===== config.mk =====
export PLATFORM = sky130hd
export DESIGN_NAME = time_set_controller
export DESIGN_NICKNAME = d
export VERILOG_FILES = /design/src/rtl/time_set_controller.sv
export SDC_FILE = /design/constraint.sdc
export NUM_CORES = 1
export LEC_CHECK = 0
export CORE_ASPECT_RATIO = 1.25
export CORE_MARGIN = 2
export CORE_UTILIZATION = 50
export CTS_CLUSTER_DIAMETER = 200
export DETAILED_ROUTE_END_ITERATION = 12
export HOLD_SLACK_MARGIN = 0.02
export PLACE_DENSITY = 0.71
export SLEW_MARGIN = 20
export SYNTH_ARGS = -nofsm -noshare
export SYNTH_HDL_FRONTEND = slang
export SYNTH_SLANG_ARGS = --single-unit
export TNS_END_PERCENT = 10

===== constraint.sdc =====
create_clock -name clk -period 2.7 [get_ports clk]
set_input_delay 0.54 -clock clk [delete_from_list [all_inputs] [get_ports clk]]
set_output_delay 0.54 -clock clk [all_outputs]
set_load 0.005 [all_outputs]

===== src/rtl/time_set_controller.sv =====
// Manual time-setting sequencer for the wall clock: center button walks RUN->HOUR->MIN->SEC,
// up/down emit single-cycle inc/dec pulses to the selected counter with hold-to-repeat.
module time_set_controller #(
  parameter int REPEAT_DELAY  = 50000000,
  parameter int REPEAT_PERIOD = 10000000,
  parameter int IDLE_TIMEOUT  = 1000000000
) (
  input  logic       clk,
  input  logic       Nreset,
  input  logic       up_status,
  input  logic       down_status,
  input  logic       center_pulse,
  output logic       up_seg,
  output logic       up_min,
  output logic       up_hour,
  output logic       down_seg,
  output logic       down_min,
  output logic       down_hour,
  output logic [1:0] mode,
  output logic [2:0] field_sel,
  output logic       setting
);

  typedef enum logic [1:0] {
    RUN      = 2'd0,
    SET_HOUR = 2'd1,
    SET_MIN  = 2'd2,
    SET_SEC  = 2'd3
  } mode_e;

  localparam int HMAX = (REPEAT_DELAY > REPEAT_PERIOD) ? REPEAT_DELAY : REPEAT_PERIOD;
  localparam int HW   = $clog2(HMAX + 1);
  localparam int IW   = $clog2(IDLE_TIMEOUT + 1);

  localparam logic [HW-1:0] HOLD_FIRST = HW'(REPEAT_DELAY - 1);
  localparam logic [HW-1:0] HOLD_NEXT  = HW'(REPEAT_PERIOD - 1);
  localparam logic [IW-1:0] IDLE_LAST  = IW'(IDLE_TIMEOUT - 1);

  mode_e         mode_q;
  logic [2:0]    field_sel_q;
  logic          setting_q;
  logic          up_seg_q, up_min_q, up_hour_q;
  logic          down_seg_q, down_min_q, down_hour_q;
  logic          up_prev_q, down_prev_q;
  logic          lock_q, lock_d;
  logic [HW-1:0] hold_q, hold_d;
  logic [IW-1:0] idle_q, idle_d;

  logic in_set, any_btn, armed, solo_up, solo_dn;
  logic press_up, press_dn, held_up, held_dn, rep_due;
  logic fire_up, fire_dn, idle_now, timeout;
  mode_e mode_d;

  // hold_q counts down to the next pulse while a button is held; it only
  // reaches a "held" state through a clean press, since every other way of
  // getting a button held in a set mode goes through lockout.
  always_comb begin
    in_set   = (mode_q != RUN);
    any_btn  = up_status | down_status;
    solo_up  = up_status & ~down_status;
    solo_dn  = down_status & ~up_status;
    armed    = in_set & ~lock_q & ~center_pulse;
    press_up = armed & solo_up & ~up_prev_q;
    press_dn = armed & solo_dn & ~down_prev_q;
    held_up  = armed & solo_up & up_prev_q;
    held_dn  = armed & solo_dn & down_prev_q;
    rep_due  = (hold_q == '0);
    fire_up  = press_up | (held_up & rep_due);
    fire_dn  = press_dn | (held_dn & rep_due);

    hold_d = '0;
    if (press_up | press_dn)
      hold_d = HOLD_FIRST;
    else if (held_up | held_dn)
      hold_d = rep_due ? HOLD_NEXT : hold_q - 1'b1;

    lock_d = lock_q;
    if (!any_btn)
      lock_d = 1'b0;
    else if ((in_set & up_status & down_status) | center_pulse)
      lock_d = 1'b1;

    idle_now = in_set & ~any_btn & ~center_pulse;
    timeout  = idle_now & (idle_q >= IDLE_LAST);
    idle_d   = '0;
    if (idle_now && !timeout)
      idle_d = idle_q + 1'b1;

    mode_d = mode_q;
    if (center_pulse) begin
      case (mode_q)
        RUN:      mode_d = SET_HOUR;
        SET_HOUR: mode_d = SET_MIN;
        SET_MIN:  mode_d = SET_SEC;
        default:  mode_d = RUN;
      endcase
    end else if (timeout) begin
      mode_d = RUN;
    end
  end

  always_ff @(posedge clk) begin
    if (Nreset) begin
      mode_q      <= RUN;
      field_sel_q <= 3'b000;
      setting_q   <= 1'b0;
      up_seg_q    <= 1'b0;
      up_min_q    <= 1'b0;
      up_hour_q   <= 1'b0;
      down_seg_q  <= 1'b0;
      down_min_q  <= 1'b0;
      down_hour_q <= 1'b0;
      up_prev_q   <= 1'b0;
      down_prev_q <= 1'b0;
      lock_q      <= 1'b0;
      hold_q      <= '0;
      idle_q      <= '0;
    end else begin
      mode_q    <= mode_d;
      setting_q <= (mode_d != RUN);
      case (mode_d)
        SET_HOUR: field_sel_q <= 3'b100;
        SET_MIN:  field_sel_q <= 3'b010;
        SET_SEC:  field_sel_q <= 3'b001;
        default:  field_sel_q <= 3'b000;
      endcase
      up_hour_q   <= fire_up & (mode_q == SET_HOUR);
      up_min_q    <= fire_up & (mode_q == SET_MIN);
      up_seg_q    <= fire_up & (mode_q == SET_SEC);
      down_hour_q <= fire_dn & (mode_q == SET_HOUR);
      down_min_q  <= fire_dn & (mode_q == SET_MIN);
      down_seg_q  <= fire_dn & (mode_q == SET_SEC);
      up_prev_q   <= up_status;
      down_prev_q <= down_status;
      lock_q      <= lock_d;
      hold_q      <= hold_d;
      idle_q      <= idle_d;
    end
  end

  assign mode      = mode_q;
  assign field_sel = field_sel_q;
  assign setting   = setting_q;
  assign up_seg    = up_seg_q;
  assign up_min    = up_min_q;
  assign up_hour   = up_hour_q;
  assign down_seg  = down_seg_q;
  assign down_min  = down_min_q;
  assign down_hour = down_hour_q;

endmodule


Word-level counts from Yosys, hierarchy flattened
Index checks and enable logic that the tools add are counted.

storage, ports and cells
  input bits = 5
  output and inout port bits = 12
  word-level logic and storage cells = 80
  bits in registers = 71

operators by class
  bitwise logic cells = 38
  order comparisons = 1
  equality and inequality tests = 6
  reductions and logical operators = 10
  multiplexer cells = 7
  add/subtract/negate cells = 2

operators by type and width
  cell                   number
  $mux 26                3
  $add 30x1->30 const B  1
  $ge 30x30->1 const B   1
  $logic_not 26->1       1
  $sub 26x1->26 const B  1
  $and 1x1->1            23
  $not 1->1              9
  $pmux 3 s3             1
  $eq 2x2->1 const B     4
  $or 1x1->1             6
  $pmux 2 s3             1
  $eq 2x1->1 const B     2
  $mux 2                 2
  $reduce_bool 2->1      2
  $reduce_or 2->1        2
  $reduce_or 4->1        1
  $reduce_or 3->1        1
  $logic_not 2->1        1
  $logic_and 1x1->1      1
  $logic_not 1->1        1

Longest topological paths before layout
  depth in word-level cells = 9
  mapped depth = 8
  depth with buffers taken out = 7

Worst setup path before layout
Ideal clock, no wire load.

  path type = flip-flop to flip-flop
  start point = register hold_q[6]
  end point = register hold_q[23]
  library setup time = 82 ps
  arrival time = 2265 ps
  setup slack = 353 ps
  cell stages (with the launch flop) = 8
  required time = 2618 ps
  period minus slack after synthesis = 2347 ps
  buffers on the path = 2
  path through = dfxtp_1 or4_1 or4_1 buf_2 or3_1 buf_2 or4_1 o2111ai_1

on the way
  cells in the longest elaborated chain, start to end = 4
  elaborated cells between the ends (all ways) = 5
  classes of those cells = 1 x add/sub; 3 x mux; 1 x reduce/logical

RTL lines
  element                                            RTL line  text
  from (decl)                                        46        logic [HW-1:0] hold_q, hold_d;
  from (signal assigned)                             136       hold_q <= hold_d;
  $sub 26x1->26 or $logic_not 26->1 (tied branches)  75, 67
  $mux 26 (*)                                        75        hold_d = rep_due ? HOLD_NEXT : hold_q - 1'b1;
  $mux 26 (*)                                        74        else if (held_up | held_dn)
  $mux 26 (*)                                        72        if (press_up | press_dn)

Mark *: on every way between the ends. The rest lies on a longest branch, timed or not.
A chain may end at the register's enable or synchronous reset.

Worst setup path after layout
  start point = register hold_q[8]
  end point = register hold_q[13]

Same word-level chain as after synthesis.

==> impl_metrics.xml <==
<?xml version="1.0" encoding="UTF-8"?>
<metrics>
  <group name="yosys">
    <metric name="synth_simple_gate_area_frac" unit="">0.270</metric>
    <metric name="synth-warning-count" unit="">0</metric>
    <metric name="synth_enable_flop_cells" unit="">0</metric>
    <metric name="synth.top_cell.area_share" unit="">0.446</metric>
    <metric name="synth_area_leaders" unit="">sky130_fd_sc_hd__dfxtp_1 (45%), sky130_fd_sc_hd__xnor2_1 (8.2%), sky130_fd_sc_hd__nor2_1 (7.3%)</metric>
    <metric name="synth-adder-area-share" unit="">0.0235</metric>
    <metric name="synth_top_family_by_area" unit="">simple AND/OR/NAND/NOR gates</metric>
    <metric name="synth.area.mux_share" unit="">0.00314</metric>
    <metric name="synth_area" unit="sq um">3190</metric>
    <metric name="library_cell_occupying_the_most_area_in_the_post_synthesis_netlist" unit="">sky130_fd_sc_hd__dfxtp_1</metric>
    <metric name="main_flop_type_after_synthesis" unit="">sky130_fd_sc_hd__dfxtp_1</metric>
    <metric name="ys_ff_latch" unit="">71</metric>
    <metric name="synthesis.nets" unit="">380</metric>
    <metric name="synthesized_netlist_cell_count" unit="">369</metric>
    <metric name="synth_sequential_area_ratio" unit="">0.446</metric>
    <metric name="synth_xor_xnor_area_share" unit="">0.129</metric>
    <metric name="synth_cell_types" unit="">45</metric>
    <metric name="compound_gate_portion_of_the_synthesized_area" unit="">0.0934</metric>
    <metric name="async_reset_ff_frac" unit="">0</metric>
    <metric name="synth.avg_cell_area" unit="sq um">8.64</metric>
  </group>
  <group name="critical_path">
    <metric name="cp-startpoint" unit="">hold_q[8]</metric>
    <metric name="end_of_the_worst_register_to_register_path" unit="">hold_q[13]</metric>
    <metric name="reg2reg_from" unit="">hold_q[8]</metric>
    <metric name="cp-endpoint" unit="">hold_q[13]</metric>
    <metric name="worstPathArrival" unit="ns">2.66</metric>
    <metric name="worst-r2r-cell-count" unit="">5</metric>
    <metric name="crit_path_end_kind" unit="">flop</metric>
    <metric name="critPathKind" unit="">reg2reg</metric>
    <metric name="timing.critical_path.fanout_max" unit="">12</metric>
    <metric name="startpoint_type" unit="">flop</metric>
    <metric name="reg2reg_slack" unit="ns">0.26</metric>
    <metric name="worst_ep_required_time" unit="ns">2.91</metric>
  </group>
  <group name="finish">
    <metric name="antenna_cells_inserted" unit="">0</metric>
    <metric name="fin_nets" unit="">401</metric>
    <metric name="area.sequential" unit="sq um">1420</metric>
    <metric name="fraction_of_final_layout_cells_sized_beyond_drive_strength_1" unit="">0.0785</metric>
    <metric name="area_growth_from_synthesis_to_final_layout" unit="%">14.1</metric>
    <metric name="multi_input_area" unit="sq um">1660</metric>
    <metric name="fillers" unit="">597</metric>
  </group>
  <group name="cts">
    <metric name="cts_htree_levels" unit="">3</metric>
    <metric name="cts_tree" unit="">built</metric>
    <metric name="cts-hold-fix-buffers" unit="">0</metric>
    <metric name="clk_latency" unit="ns">0.34</metric>
    <metric name="cts_max_path_buffers" unit="">2</metric>
    <metric name="post_cts.resized_instances" unit="">0</metric>
    <metric name="cts-root-buf" unit="">sky130_fd_sc_hd__clkbuf_8</metric>
    <metric name="clk_pin_slew_worst_paths" unit="ns">0.08</metric>
    <metric name="total_clock_buffers_created_by_cts" unit="">9</metric>
    <metric name="postCtsSetupBuffers" unit="">0</metric>
    <metric name="cts_sinks" unit="">71</metric>
  </group>
  <group name="die">
    <metric name="die_area" unit="sq um">7030</metric>
    <metric name="die_y" unit="microns">93.3</metric>
    <metric name="fp.coreArea" unit="sq um">6170</metric>
    <metric name="initial_utilization" unit="">0.517</metric>
    <metric name="std_cell_rows" unit="">32</metric>
    <metric name="ios" unit="">17</metric>
    <metric name="die_width" unit="microns">75.4</metric>
  </group>
  <group name="route">
    <metric name="post_detailed_route_wirelength_per_cell" unit="microns">12.5</metric>
    <metric name="post-route-drc-count" unit="">0</metric>
    <metric name="drt-vias-per-instance" unit="">5.31</metric>
    <metric name="postRouteAntennaNets" unit="">0</metric>
    <metric name="dr_total_vias" unit="">2548</metric>
    <metric name="drt_iter0_markers" unit="">68</metric>
    <metric name="drt-total-wl" unit="microns">5980</metric>
    <metric name="drt_first_pass_iters" unit="">4</metric>
  </group>
  <group name="placement">
    <metric name="place_hpwl" unit="microns">4210</metric>
    <metric name="io_buffers" unit="">16</metric>
    <metric name="gp_congestion" unit="">0.838</metric>
    <metric name="dpl_ws" unit="ns">0.188</metric>
  </group>
  <group name="flow_run">
    <metric name="maxCapViolCount" unit="">0</metric>
  </group>
  <group name="global_route">
    <metric name="globalRouteTotalUtil" unit="">0.193</metric>
    <metric name="grt_overflow" unit="">0</metric>
    <metric name="antenna_found_initial" unit="">0</metric>
    <metric name="pin_count_of_the_biggest_net_entering_global_routing" unit="">31</metric>
    <metric name="global_route_wire_length_before_repair" unit="microns">10600</metric>
    <metric name="first_global_vias" unit="">2484</metric>
  </group>
  <group name="min_path">
    <metric name="min_path_type" unit="">reg2reg</metric>
  </group>
  <group name="sta">
    <metric name="final_min_period_over_clock_period" unit="">0.905</metric>
    <metric name="max_clock_freq" unit="MHz">409</metric>
    <metric name="layout_min_cycle_time" unit="ns">2.44</metric>
    <metric name="fin_worst_skew" unit="ns">0.0117</metric>
    <metric name="timing_worst_slew_pin_value" unit="ns">0.584</metric>
    <metric name="slew_violations" unit="">0</metric>
    <metric name="setup_slack" unit="ns">0.257</metric>
    <metric name="maxSlewHeadroom" unit="">0.607</metric>
    <metric name="report.final.hold_viol_count" unit="">0</metric>
    <metric name="setup_total_negative_slack" unit="ns">0</metric>
    <metric name="grt_setup_unrepaired" unit="">false</metric>
    <metric name="setup_viol" unit="">0</metric>
  </group>
  <group name="power">
    <metric name="ir_drop" unit="mV">0.397</metric>
    <metric name="cellLeakagePower" unit="nW">1.35</metric>
    <metric name="power.density_cell_area" unit="nW/um^2">601</metric>
  </group>
  <group name="status">
    <metric name="run_status" unit="">finished clean</metric>
  </group>
</metrics>
[per-layer routing]
| metal | track usage | vias to the layer above | share of wire |
|---|---|---|---|
| li1 | - | 1322 | - |
| met1 | 0.219 | 1190 | 0.46 |
| met2 | 0.329 | 26 | 0.50 |
| met3 | 0.0485 | 10 | 0.025 |
| met4 | 0.0877 | 0 | 0.016 |
| met5 | 0 | - | 0 |
[report_power, final]
part	switching, mW	internal [mW]
registers	0.0155	1.07
clock network	0.424	0.342
logic	0.171	0.165
[kinds of logic (layout without fill, tap and decap cells)]
| kind of cell | count (synthesis) | after routing |
|---|---|---|
| compound gates | 45 | 45 |
| xor+xnor | 47 | 47 |
| fa+ha+maj | 6 | 6 |
| buf+inv | 26 | 52 |
| flops | 71 | 71 |
| mux | 1 | 1 |
| simple gates | 173 | 173 |
[worst max-delay path, cell delays in order (launching register included)]
cell,delay (ns)
sky130_fd_sc_hd__dfxtp_1,0.34
sky130_fd_sc_hd__or4_1,0.55
sky130_fd_sc_hd__or3_1,0.41
sky130_fd_sc_hd__or4b_4,0.54
sky130_fd_sc_hd__nand2_1,0.32
sky130_fd_sc_hd__o21ai_0,0.15
[metrics by stage]
step | hold slack, ns | area (sq um) | power, mW | util | cells
after floorplan | 0.426 | 3190 | 1.37 | - | 369
after global placement | 0.441 | 3460 | 1.44 | 0.561 | 464
after detailed placement | 0.447 | 3460 | 1.44 | 0.561 | 464
after CTS | 0.466 | 3640 | 2.22 | 0.590 | 480
after global routing | 0.509 | 3640 | 2.30 | 0.590 | 480
final | 0.462 | 3640 | 2.19 | 0.590 | 480
[state kept, by name, summed over array words and instances (netlist names)]
signal and count:
idle_q 30, down_min 1, mode 2, up_hour 1, hold_q 26, up_seg 1
down_prev_q 1, lock_q 1, field_sel 3, down_seg 1, setting 1, down_hour 1
up_prev_q 1, up_min 1
[how the worst min path moves through the flow]
stage | start | endpoint | slack (ns) | cells past startpoint
after floorplan | idle_q[0] | idle_q[0] | 0.43 | 1
after global placement | idle_q[0] | idle_q[0] | 0.44 | 1
after detailed placement | idle_q[0] | idle_q[0] | 0.45 | 1
after CTS | idle_q[0] | idle_q[0] | 0.47 | 1
after global routing | idle_q[0] | idle_q[0] | 0.51 | 1
final | idle_q[0] | idle_q[0] | 0.46 | 1
[layout by cell type, fill, tap and decap left out, types with 11 or more instances in the layout]
cell                              Yosys  final
sky130_fd_sc_hd__clkdlybuf4s50_1      0     16
sky130_fd_sc_hd__dfxtp_1             71     71
sky130_fd_sc_hd__nand2_1             25     25
sky130_fd_sc_hd__nand3_1             18     18
sky130_fd_sc_hd__nor2_1              62     62
sky130_fd_sc_hd__nor3_1              16     16
sky130_fd_sc_hd__nor4_1              11     11
sky130_fd_sc_hd__xnor2_1             30     30
sky130_fd_sc_hd__xor2_1              17     17
[cell type report]
class | instances | area share
inverter | 10 | 0.0103
clock inverter | 7 | 0.0158
sequential | 71 | 0.391
clock buffer | 9 | 0.0340
multi-input combinational | 272 | 0.455
timing repair buffer | 26 | 0.0646
tap | 85 | 0.0292
[synth_stat cells (all sizes together) (2+ instances only)]
cell,count
or4,8
nand2b,2
nand4,7
buf,5
or2,2
inv,10
a21oi,8
or3,5
clkbuf,11
or4b,3
nand3,18
a22oi,2
nand3b,2
and4,3
nor2,62
ha,6
a21o,7
and3,4
nand2,25
nor2b,2
o2111ai,2
o21a,3
nor4,11
o21ai,11
xor2,17
nor3,16
o31ai,3
xnor2,30
dfxtp,71
Power figures use the tool's default switching activity.
